`src/rtl/pong_game_engine.sv`:
```
// pong_game_engine
//   Frame-rate Pong core. Holds both paddles, the ball, both scores and the
//   SERVE/PLAY/POINT/GAMEOVER sequencer. Game state advances once per frame,
//   on the first clock where iVS is seen high after being low. Every pixel
//   clock it also classifies (x_pos, y_pos) as background, paddle or ball.
// Ports
//   iVGA_CLK, iRST_n        pixel clock, async active-low reset
//   iVS                     vsync; its rising edge is the frame tick
//   x_pos, y_pos            current pixel coordinate
//   w_in/s_in, o_in/l_in    left / right paddle up / down (level)
//   serve_in                serve / restart request (level)
//   paddle_l_y, paddle_r_y  paddle top edges
//   ball_x, ball_y          ball top-left corner
//   score_l, score_r        scores, saturating at WIN_SCORE
//   game_over               high while the game has ended
//   obj_code                00 background, 01 paddle, 10 ball (1-cycle latency)
module pong_game_engine #(
  parameter int H_ACTIVE     = 640,
  parameter int V_ACTIVE     = 480,
  parameter int PADDLE_W     = 10,
  parameter int PADDLE_H     = 40,
  parameter int PADDLE_L_X   = 20,
  parameter int PADDLE_R_X   = 610,
  parameter int PADDLE_STEP  = 4,
  parameter int EDGE_MARGIN  = 10,
  parameter int BALL_SIZE    = 8,
  parameter int BALL_STEP    = 2,
  parameter int WIN_SCORE    = 7,
  parameter int PAUSE_FRAMES = 60,
  parameter int SCORE_W      = 4
) (
  input  logic               iVGA_CLK,
  input  logic               iRST_n,
  input  logic               iVS,
  input  logic [9:0]         x_pos,
  input  logic [9:0]         y_pos,
  input  logic               w_in,
  input  logic               s_in,
  input  logic               o_in,
  input  logic               l_in,
  input  logic               serve_in,
  output logic [9:0]         paddle_l_y,
  output logic [9:0]         paddle_r_y,
  output logic [9:0]         ball_x,
  output logic [9:0]         ball_y,
  output logic [SCORE_W-1:0] score_l,
  output logic [SCORE_W-1:0] score_r,
  output logic               game_over,
  output logic [1:0]         obj_code
);

  localparam int CNT_W = (PAUSE_FRAMES > 1) ? $clog2(PAUSE_FRAMES) : 1;

  localparam logic [9:0] PAD_CY    = 10'((V_ACTIVE - PADDLE_H) / 2);
  localparam logic [9:0] PAD_MIN   = 10'(EDGE_MARGIN);
  localparam logic [9:0] PAD_MAX   = 10'(V_ACTIVE - EDGE_MARGIN - PADDLE_H);
  localparam logic [9:0] PAD_STEP  = 10'(PADDLE_STEP);
  localparam logic [9:0] BALL_CX   = 10'((H_ACTIVE - BALL_SIZE) / 2);
  localparam logic [9:0] BALL_CY   = 10'((V_ACTIVE - BALL_SIZE) / 2);
  localparam logic [9:0] BALL_LAST = 10'(BALL_SIZE - 1);
  localparam logic [9:0] PLX       = 10'(PADDLE_L_X);
  localparam logic [9:0] PRX       = 10'(PADDLE_R_X);
  localparam logic [9:0] PW        = 10'(PADDLE_W);
  localparam logic [9:0] PH        = 10'(PADDLE_H);
  localparam logic [9:0] X_AFTER_L = 10'(PADDLE_L_X + PADDLE_W + 1);
  localparam logic [9:0] X_AFTER_R = 10'(PADDLE_R_X - BALL_SIZE);

  localparam logic signed [11:0] S_STEP = 12'(BALL_STEP);
  localparam logic signed [11:0] S_BALL = 12'(BALL_SIZE);
  localparam logic signed [11:0] S_H    = 12'(H_ACTIVE);
  localparam logic signed [11:0] S_V    = 12'(V_ACTIVE);
  localparam logic signed [11:0] S_PH   = 12'(PADDLE_H);
  localparam logic signed [11:0] S_PLX  = 12'(PADDLE_L_X);
  localparam logic signed [11:0] S_PRX  = 12'(PADDLE_R_X);
  localparam logic signed [11:0] S_PW   = 12'(PADDLE_W);

  localparam logic [SCORE_W-1:0] WIN        = SCORE_W'(WIN_SCORE);
  localparam logic [CNT_W-1:0]   PAUSE_LAST = CNT_W'(PAUSE_FRAMES - 1);

  typedef enum logic [1:0] {
    S_SERVE    = 2'd0,
    S_PLAY     = 2'd1,
    S_POINT    = 2'd2,
    S_GAMEOVER = 2'd3
  } state_t;

  state_t             r_state;
  logic               r_vs_d;
  logic [9:0]         r_paddle_l_y, r_paddle_r_y, r_ball_x, r_ball_y;
  logic               r_dir_x_neg, r_dir_y_neg;
  logic [SCORE_W-1:0] r_score_l, r_score_r;
  logic [CNT_W-1:0]   r_pause;
  logic               r_game_over;
  logic [1:0]         r_obj_code;

  logic               w_tick;
  logic signed [11:0] w_bx, w_by, w_pl, w_pr, w_nx, w_ny, w_by_nxt;
  logic               w_dir_y_neg_nxt, w_ovl_l, w_ovl_r;
  logic               w_hit_l, w_hit_r, w_miss_l, w_miss_r;
  logic               w_on_ball, w_on_pad;

  // Moves a paddle one step, clamping exactly onto the margin limits.
  function automatic logic [9:0] paddle_next(input logic [9:0] y, input logic up, input logic dn);
    logic [9:0] res;
    res = y;
    if (up && !dn) begin
      if (y < PAD_MIN + PAD_STEP) res = PAD_MIN;
      else                        res = y - PAD_STEP;
    end else if (dn && !up) begin
      if (y > PAD_MAX - PAD_STEP) res = PAD_MAX;
      else                        res = y + PAD_STEP;
    end else begin
      res = y;
    end
    return res;
  endfunction

  // Score increment that sticks at the winning score.
  function automatic logic [SCORE_W-1:0] sat_inc(input logic [SCORE_W-1:0] s);
    if (s >= WIN) return s;
    else          return s + SCORE_W'(1);
  endfunction

  assign w_tick = iVS & ~r_vs_d;

  // Candidate ball position, wall bounce and paddle/edge collision flags.
  always_comb begin
    w_bx = $signed({2'b00, r_ball_x});
    w_by = $signed({2'b00, r_ball_y});
    w_pl = $signed({2'b00, r_paddle_l_y});
    w_pr = $signed({2'b00, r_paddle_r_y});
    w_nx = r_dir_x_neg ? (w_bx - S_STEP) : (w_bx + S_STEP);
    w_ny = r_dir_y_neg ? (w_by - S_STEP) : (w_by + S_STEP);
    w_by_nxt        = w_ny;
    w_dir_y_neg_nxt = r_dir_y_neg;
    if (w_ny < 12'sd0) begin
      w_by_nxt        = 12'sd0;
      w_dir_y_neg_nxt = 1'b0;
    end else if (w_ny + S_BALL > S_V) begin
      w_by_nxt        = S_V - S_BALL;
      w_dir_y_neg_nxt = 1'b1;
    end else begin
      w_by_nxt        = w_ny;
      w_dir_y_neg_nxt = r_dir_y_neg;
    end
    // Overlap uses the ball rows it occupies now against the paddle's inclusive span.
    w_ovl_l  = (w_by <= w_pl + S_PH) && (w_by + S_BALL - 12'sd1 >= w_pl);
    w_ovl_r  = (w_by <= w_pr + S_PH) && (w_by + S_BALL - 12'sd1 >= w_pr);
    w_hit_l  = r_dir_x_neg && (w_nx <= S_PLX + S_PW) && (w_nx + S_BALL > S_PLX) && w_ovl_l;
    w_hit_r  = !r_dir_x_neg && (w_nx + S_BALL > S_PRX) && (w_nx <= S_PRX + S_PW) && w_ovl_r;
    w_miss_l = (w_nx <= 12'sd0);
    w_miss_r = (w_nx + S_BALL >= S_H);
  end

  // Frame-rate game state: paddles, ball, scores and the game sequencer.
  always_ff @(posedge iVGA_CLK or negedge iRST_n) begin
    if (!iRST_n) begin
      r_state      <= S_SERVE;
      r_vs_d       <= 1'b0;
      r_paddle_l_y <= PAD_CY;
      r_paddle_r_y <= PAD_CY;
      r_ball_x     <= BALL_CX;
      r_ball_y     <= BALL_CY;
      r_dir_x_neg  <= 1'b0;
      r_dir_y_neg  <= 1'b0;
      r_score_l    <= '0;
      r_score_r    <= '0;
      r_pause      <= '0;
      r_game_over  <= 1'b0;
    end else begin
      r_vs_d <= iVS;
      if (w_tick) begin
        if (r_state != S_GAMEOVER) begin
          r_paddle_l_y <= paddle_next(r_paddle_l_y, w_in, s_in);
          r_paddle_r_y <= paddle_next(r_paddle_r_y, o_in, l_in);
        end
        case (r_state)
          S_SERVE: begin
            if (serve_in) r_state <= S_PLAY;
          end
          S_PLAY: begin
            r_ball_y    <= w_by_nxt[9:0];
            r_dir_y_neg <= w_dir_y_neg_nxt;
            // A paddle hit wins over an edge miss detected in the same frame.
            if (w_hit_l) begin
              r_ball_x    <= X_AFTER_L;
              r_dir_x_neg <= 1'b0;
            end else if (w_hit_r) begin
              r_ball_x    <= X_AFTER_R;
              r_dir_x_neg <= 1'b1;
            end else if (w_miss_l) begin
              r_score_r   <= sat_inc(r_score_r);
              r_ball_x    <= BALL_CX;
              r_ball_y    <= BALL_CY;
              r_dir_x_neg <= 1'b0;
              r_pause     <= '0;
              r_state     <= S_POINT;
            end else if (w_miss_r) begin
              r_score_l   <= sat_inc(r_score_l);
              r_ball_x    <= BALL_CX;
              r_ball_y    <= BALL_CY;
              r_dir_x_neg <= 1'b1;
              r_pause     <= '0;
              r_state     <= S_POINT;
            end else begin
              r_ball_x <= w_nx[9:0];
            end
          end
          S_POINT: begin
            if (r_pause == PAUSE_LAST) begin
              if ((r_score_l == WIN) || (r_score_r == WIN)) begin
                r_state     <= S_GAMEOVER;
                r_game_over <= 1'b1;
              end else begin
                r_state <= S_SERVE;
              end
            end else begin
              r_pause <= r_pause + CNT_W'(1);
            end
          end
          S_GAMEOVER: begin
            if (serve_in) begin
              r_score_l    <= '0;
              r_score_r    <= '0;
              r_paddle_l_y <= PAD_CY;
              r_paddle_r_y <= PAD_CY;
              r_ball_x     <= BALL_CX;
              r_ball_y     <= BALL_CY;
              r_dir_x_neg  <= 1'b0;
              r_dir_y_neg  <= 1'b0;
              r_game_over  <= 1'b0;
              r_state      <= S_SERVE;
            end
          end
          default: r_state <= S_SERVE;
        endcase
      end
    end
  end

  assign w_on_ball = (x_pos >= r_ball_x) && (x_pos <= r_ball_x + BALL_LAST) &&
                     (y_pos >= r_ball_y) && (y_pos <= r_ball_y + BALL_LAST);
  assign w_on_pad  = ((x_pos >= PLX) && (x_pos <= PLX + PW) &&
                      (y_pos >= r_paddle_l_y) && (y_pos <= r_paddle_l_y + PH)) ||
                     ((x_pos >= PRX) && (x_pos <= PRX + PW) &&
                      (y_pos >= r_paddle_r_y) && (y_pos <= r_paddle_r_y + PH));

  // Pixel classification register; the ball is drawn on top of a paddle.
  always_ff @(posedge iVGA_CLK or negedge iRST_n) begin
    if (!iRST_n) begin
      r_obj_code <= 2'b00;
    end else if (w_on_ball) begin
      r_obj_code <= 2'b10;
    end else if (w_on_pad) begin
      r_obj_code <= 2'b01;
    end else begin
      r_obj_code <= 2'b00;
    end
  end

  assign paddle_l_y = r_paddle_l_y;
  assign paddle_r_y = r_paddle_r_y;
  assign ball_x     = r_ball_x;
  assign ball_y     = r_ball_y;
  assign score_l    = r_score_l;
  assign score_r    = r_score_r;
  assign game_over  = r_game_over;
  assign obj_code   = r_obj_code;

endmodule

```
`config.mk`:
```
export PLATFORM = sky130hd
export DESIGN_NAME = pong_game_engine
export DESIGN_NICKNAME = d
export VERILOG_FILES = /design/src/rtl/pong_game_engine.sv
export SDC_FILE = /design/constraint.sdc
export NUM_CORES = 1
export LEC_CHECK = 0
export ABC_CLOCK_PERIOD_IN_PS = 4200
export CORE_MARGIN = 5
export CORE_UTILIZATION = 38
export CTS_CLUSTER_DIAMETER = 150
export CTS_CLUSTER_SIZE = 24
export DETAILED_ROUTE_END_ITERATION = 10
export SYNTH_ARGS = -nofsm -noshare
export SYNTH_HDL_FRONTEND = slang
export SYNTH_SLANG_ARGS = --single-unit
export TNS_END_PERCENT = 1
```
`constraint.sdc`:
```
create_clock -name iVGA_CLK -period 4.2 [get_ports iVGA_CLK]
set_clock_uncertainty 0.2 [all_clocks]
set_input_delay 1.26 -clock iVGA_CLK [delete_from_list [all_inputs] [get_ports iVGA_CLK]]
set_output_delay 1.26 -clock iVGA_CLK [all_outputs]
set_load 0.01 [all_outputs]
```
==> results_dict.tcl <==
set metrics [dict create \
    synth_most_common_cell "ha_1" \
    syn_nets 1167 \
    synth_simple_gate_area_frac 0.2089 \
    fillers 2081 \
    clock_path_buffers 2 \
    synthArstFlopShare 1.000 \
    wl_per_cell_um 18.89 \
    finalCriticalPeriod_ns 3.970 \
    nets 1281 \
    cpLargestDelayFamily "compound AO/OA/AOI/OAI gates" \
    synth-seq-cells 62 \
    place_ws_ns -0.1814 \
    grt_remaining_overflow 0 \
    end_kind "flip-flop" \
    gp_congestion 0.9124 \
    p_comb_frac 0.719 \
    cp.arrival_ns 4.04 \
    firstDrtPassIters 5 \
    fin_ws_ns 0.2296 \
    path_class "reg -> reg" \
    syn_area_per_cell_um2 8.180 \
    path_max_fanout 14 \
    cap_violations 0 \
    synth_warnings 0 \
    relSlewSlack 0.3779 \
    hold_buffers 0 \
    vdd.ir_drop.worst_uv 392.6 \
    worstRegToRegCells 14 \
    grt_usage 0.2119 \
    synth_xor_area_frac 0.05596 \
    cts_num_sinks 62 \
    synthTopCellsByArea "ha_1 (22%), dfrtp_1 (13%), dfstp_2 (6.5%), xnor2_1 (4.5%), a21oi_1 (4.3%)" \
    area_delta_synth_final_pct 21.32 \
    holdCritPathClass "reg -> reg" \
    synth_top_area_frac 0.2214 \
    synth-main-ff-cell "dfrtp_1" \
    ys_types 95 \
    path_depth 14 \
    synth_top_family_by_area "compound AO/OA/AOI/OAI gates" \
    clk_pin_slew_ns 0.06 \
    cp_data_required_time_ns 4.27 \
    layoutNonFillerInstCount 1389 \
    grt_pass1_wl_um 41500 \
    dieArea_um2 24450 \
    io_buffers 78 \
    post-route-drc-count 0 \
    vias 8093 \
    grt_pass1_vias 7549 \
    synthAdderAreaFrac 0.2238 \
    timing.fmax_mhz 251.9 \
    slowest_stage "dfstp_2" \
    status "completed" \
    synth-edff-count 0 \
    root_buffer "clkbuf_16" \
    p_leak_uw 0.004329 \
    finalInstanceArea_um2 9874 \
    finalHoldViolCount 0 \
    coreArea_um2 21090 \
    hold_depth 2 \
    drtIter0Drc 557 \
    clk_latency_ns 0.35 \
    cp_cell_sequence "inv_1, ha_1, and4bb_1, a31oi_1, buf_4, xnor2_2, nand4_4, or3_1, a221o_1, a2111oi_4, buf_4, o31a_4, a31oi_1, a2bb2oi_1" \
    netlist_area_um2 8139 \
    tightest_slew_ns 0.9270 \
    switchingPower_uw 3459 \
    worst-path-buf-inv 3 \
    diodes 0 \
    slowest_delay_ns 0.58 \
    ys_seq_area_frac 0.1937 \
    wl_um 26240 \
    p_int_uw 3574 \
    ant_nets 0 \
    drive_above_1_share 0.1167 \
    initial_core_util 0.3860 \
    fin_tns_setup_ns 0 \
    grt_max_degree 27 \
    synthMuxAreaShare 0.007533 \
    swShare 0.4919 \
    start_kind "flip-flop" \
    finalSetupViolations 0 \
    pwr-share-seq 0.175 \
    vias_per_cell 5.826 \
    rows 53 \
    die_height_um 156.4 \
    place_hpwl_um 20560 \
    h-tree-depth 3 \
    synth_common_cells "ha_1 (144), a21oi_1 (70), nor2_1 (68)" \
    yosysTopAreaCell "ha_1" \
    synthCells 995 \
    die_w_um 156.4 \
    cts_tree "yes" \
    p_per_area_nw_per_um2 712.3 \
    period_share 0.9453 \
    p_clk_frac 0.107 \
    slew_viol_final 0 \
    dp.cells 1369 \
    grt_setup_unrepaired "false" \
    antenna_found_initial 0 \
    ios 79 \
    synth_compound_area_frac 0.2589 \
    placed_cell_area_um2 9525 \
    power_uw 7033 \
    cts_made_buffers 9 \
]
==> power groups by stage <==
stage,combinational [µW],sequential [µW],clock [µW]
CTS,4970,1230,765
finish,5050,1230,750
floorplan,3330,1140,0
global route,5640,1270,791
global placement,4850,1230,0
detailed placement,4930,1240,0
==> cell type report <==
type | instances | area, µm² | area share
repair buffers | 140 | 1241 | 0.1257
well taps | 275 | 344.1 | 0.03485
multi-input cells | 830 | 6177 | 0.6256
flip-flops and latches | 62 | 1577 | 0.1597
clock inverters | 4 | 31.28 | 0.003168
inverters | 66 | 247.7 | 0.02509
clock buffers | 12 | 256.5 | 0.02598
==> path summary, 6_finish.rpt <==
| kind | start | endpoint | slack (ns) |
|---|---|---|---|
| max | ball_x[2]$_DFFE_PN1P_ | ball_y[6]$_DFFE_PN1P_ | 0.23 |
| min | game_over$_DFFE_PN0P_ | game_over$_DFFE_PN0P_ | 0.34 |
| max reg2reg | ball_x[2]$_DFFE_PN1P_ | ball_y[6]$_DFFE_PN1P_ | 0.23 |
| min reg2reg | game_over$_DFFE_PN0P_ | game_over$_DFFE_PN0P_ | 0.34 |
| max in group asynchronous | iRST_n | paddle_l_y[2]$_DFFE_PN1P_ | 2.44 |
| min in group asynchronous | iRST_n | score_r[0]$_DFFE_PN0P_ | 0.62 |
==> flip-flops by register name (all words and copies together) (netlist names) <==
signal       count
ball_x          10
ball_y          10
game_over        1
obj_code         2
paddle_l_y      10
paddle_r_y      10
r_dir_x_neg      1
r_dir_y_neg      1
r_pause          6
r_state          2
r_vs_d           1
score_l          4
score_r          4
==> metal layers <==
layer,wire [µm],vias up,global-route usage,part of all wire
li1,-,3954,-,-
met1,12510,3844,0.2976,0.48
met2,11750,250,0.3344,0.45
met3,1310,45,0.03319,0.050
met4,672,0,0.06653,0.026
met5,0,-,0,0
==> through the flow <==
| stage | hold slack [ns] | utilization |
|---|---|---|
| global route | 0.3819 | 0.4683 |
| floorplan | 0.3272 | - |
| detailed placement | 0.3416 | 0.4517 |
| finish | 0.3389 | 0.4683 |
| CTS | 0.3562 | 0.4653 |
| global placement | 0.3301 | 0.4517 |
==> cells by family (layout without fill, tap and decap cells) <==
kind of cell | count (synthesis) | count (layout)
AO/OA/AOI/OAI | 314 | 314
buffers and inverters | 103 | 222
AND/OR/NAND/NOR | 315 | 315
adder cells (fa/ha/maj) | 146 | 146
multiplexers | 6 | 6
XOR/XNOR | 49 | 49
flip-flops | 62 | 62
==> worst register-to-register path, stage by stage, from the launching register on <==
cell	delay (ns)
dfstp_2	0.58
inv_1	0.09
ha_1	0.19
and4bb_1	0.22
a31oi_1	0.16
buf_4	0.18
xnor2_2	0.21
nand4_4	0.19
or3_1	0.40
a221o_1	0.39
a2111oi_4	0.34
buf_4	0.20
o31a_4	0.27
a31oi_1	0.12
a2bb2oi_1	0.15
==> cell usage in the layout, fill, tap and decap left out, types with 8 or more instances in the layout <==
| master | count |
|---|---|
| inv_1 | 63 |
| dfrtp_1 | 42 |
| nor3_1 | 26 |
| buf_4 | 62 |
| a21o_1 | 30 |
| or3_1 | 12 |
| nand3_1 | 29 |
| dfstp_2 | 20 |
| nand2b_1 | 14 |
| nand4_1 | 18 |
| nand2_1 | 62 |
| o21ai_0 | 63 |
| o211ai_1 | 10 |
| a21oi_1 | 70 |
| nor2b_1 | 11 |
| o22ai_1 | 9 |
| nor2_1 | 68 |
| a31oi_1 | 19 |
| o21a_1 | 20 |
| nor4_1 | 10 |
| xnor2_1 | 40 |
| clkbuf_16 | 9 |
| ha_1 | 144 |
| and3_1 | 15 |
| and2_1 | 8 |
| clkdlybuf4s50_1 | 77 |
==> repair_timing <==
action	CTS	global route
endpoints found under the hold margin	0	0
gates resized for setup	1	7
pin swaps	0	1
buffers inserted	0	4
endpoints found under the setup margin	7	30
(Power assumes the default switching activity.)
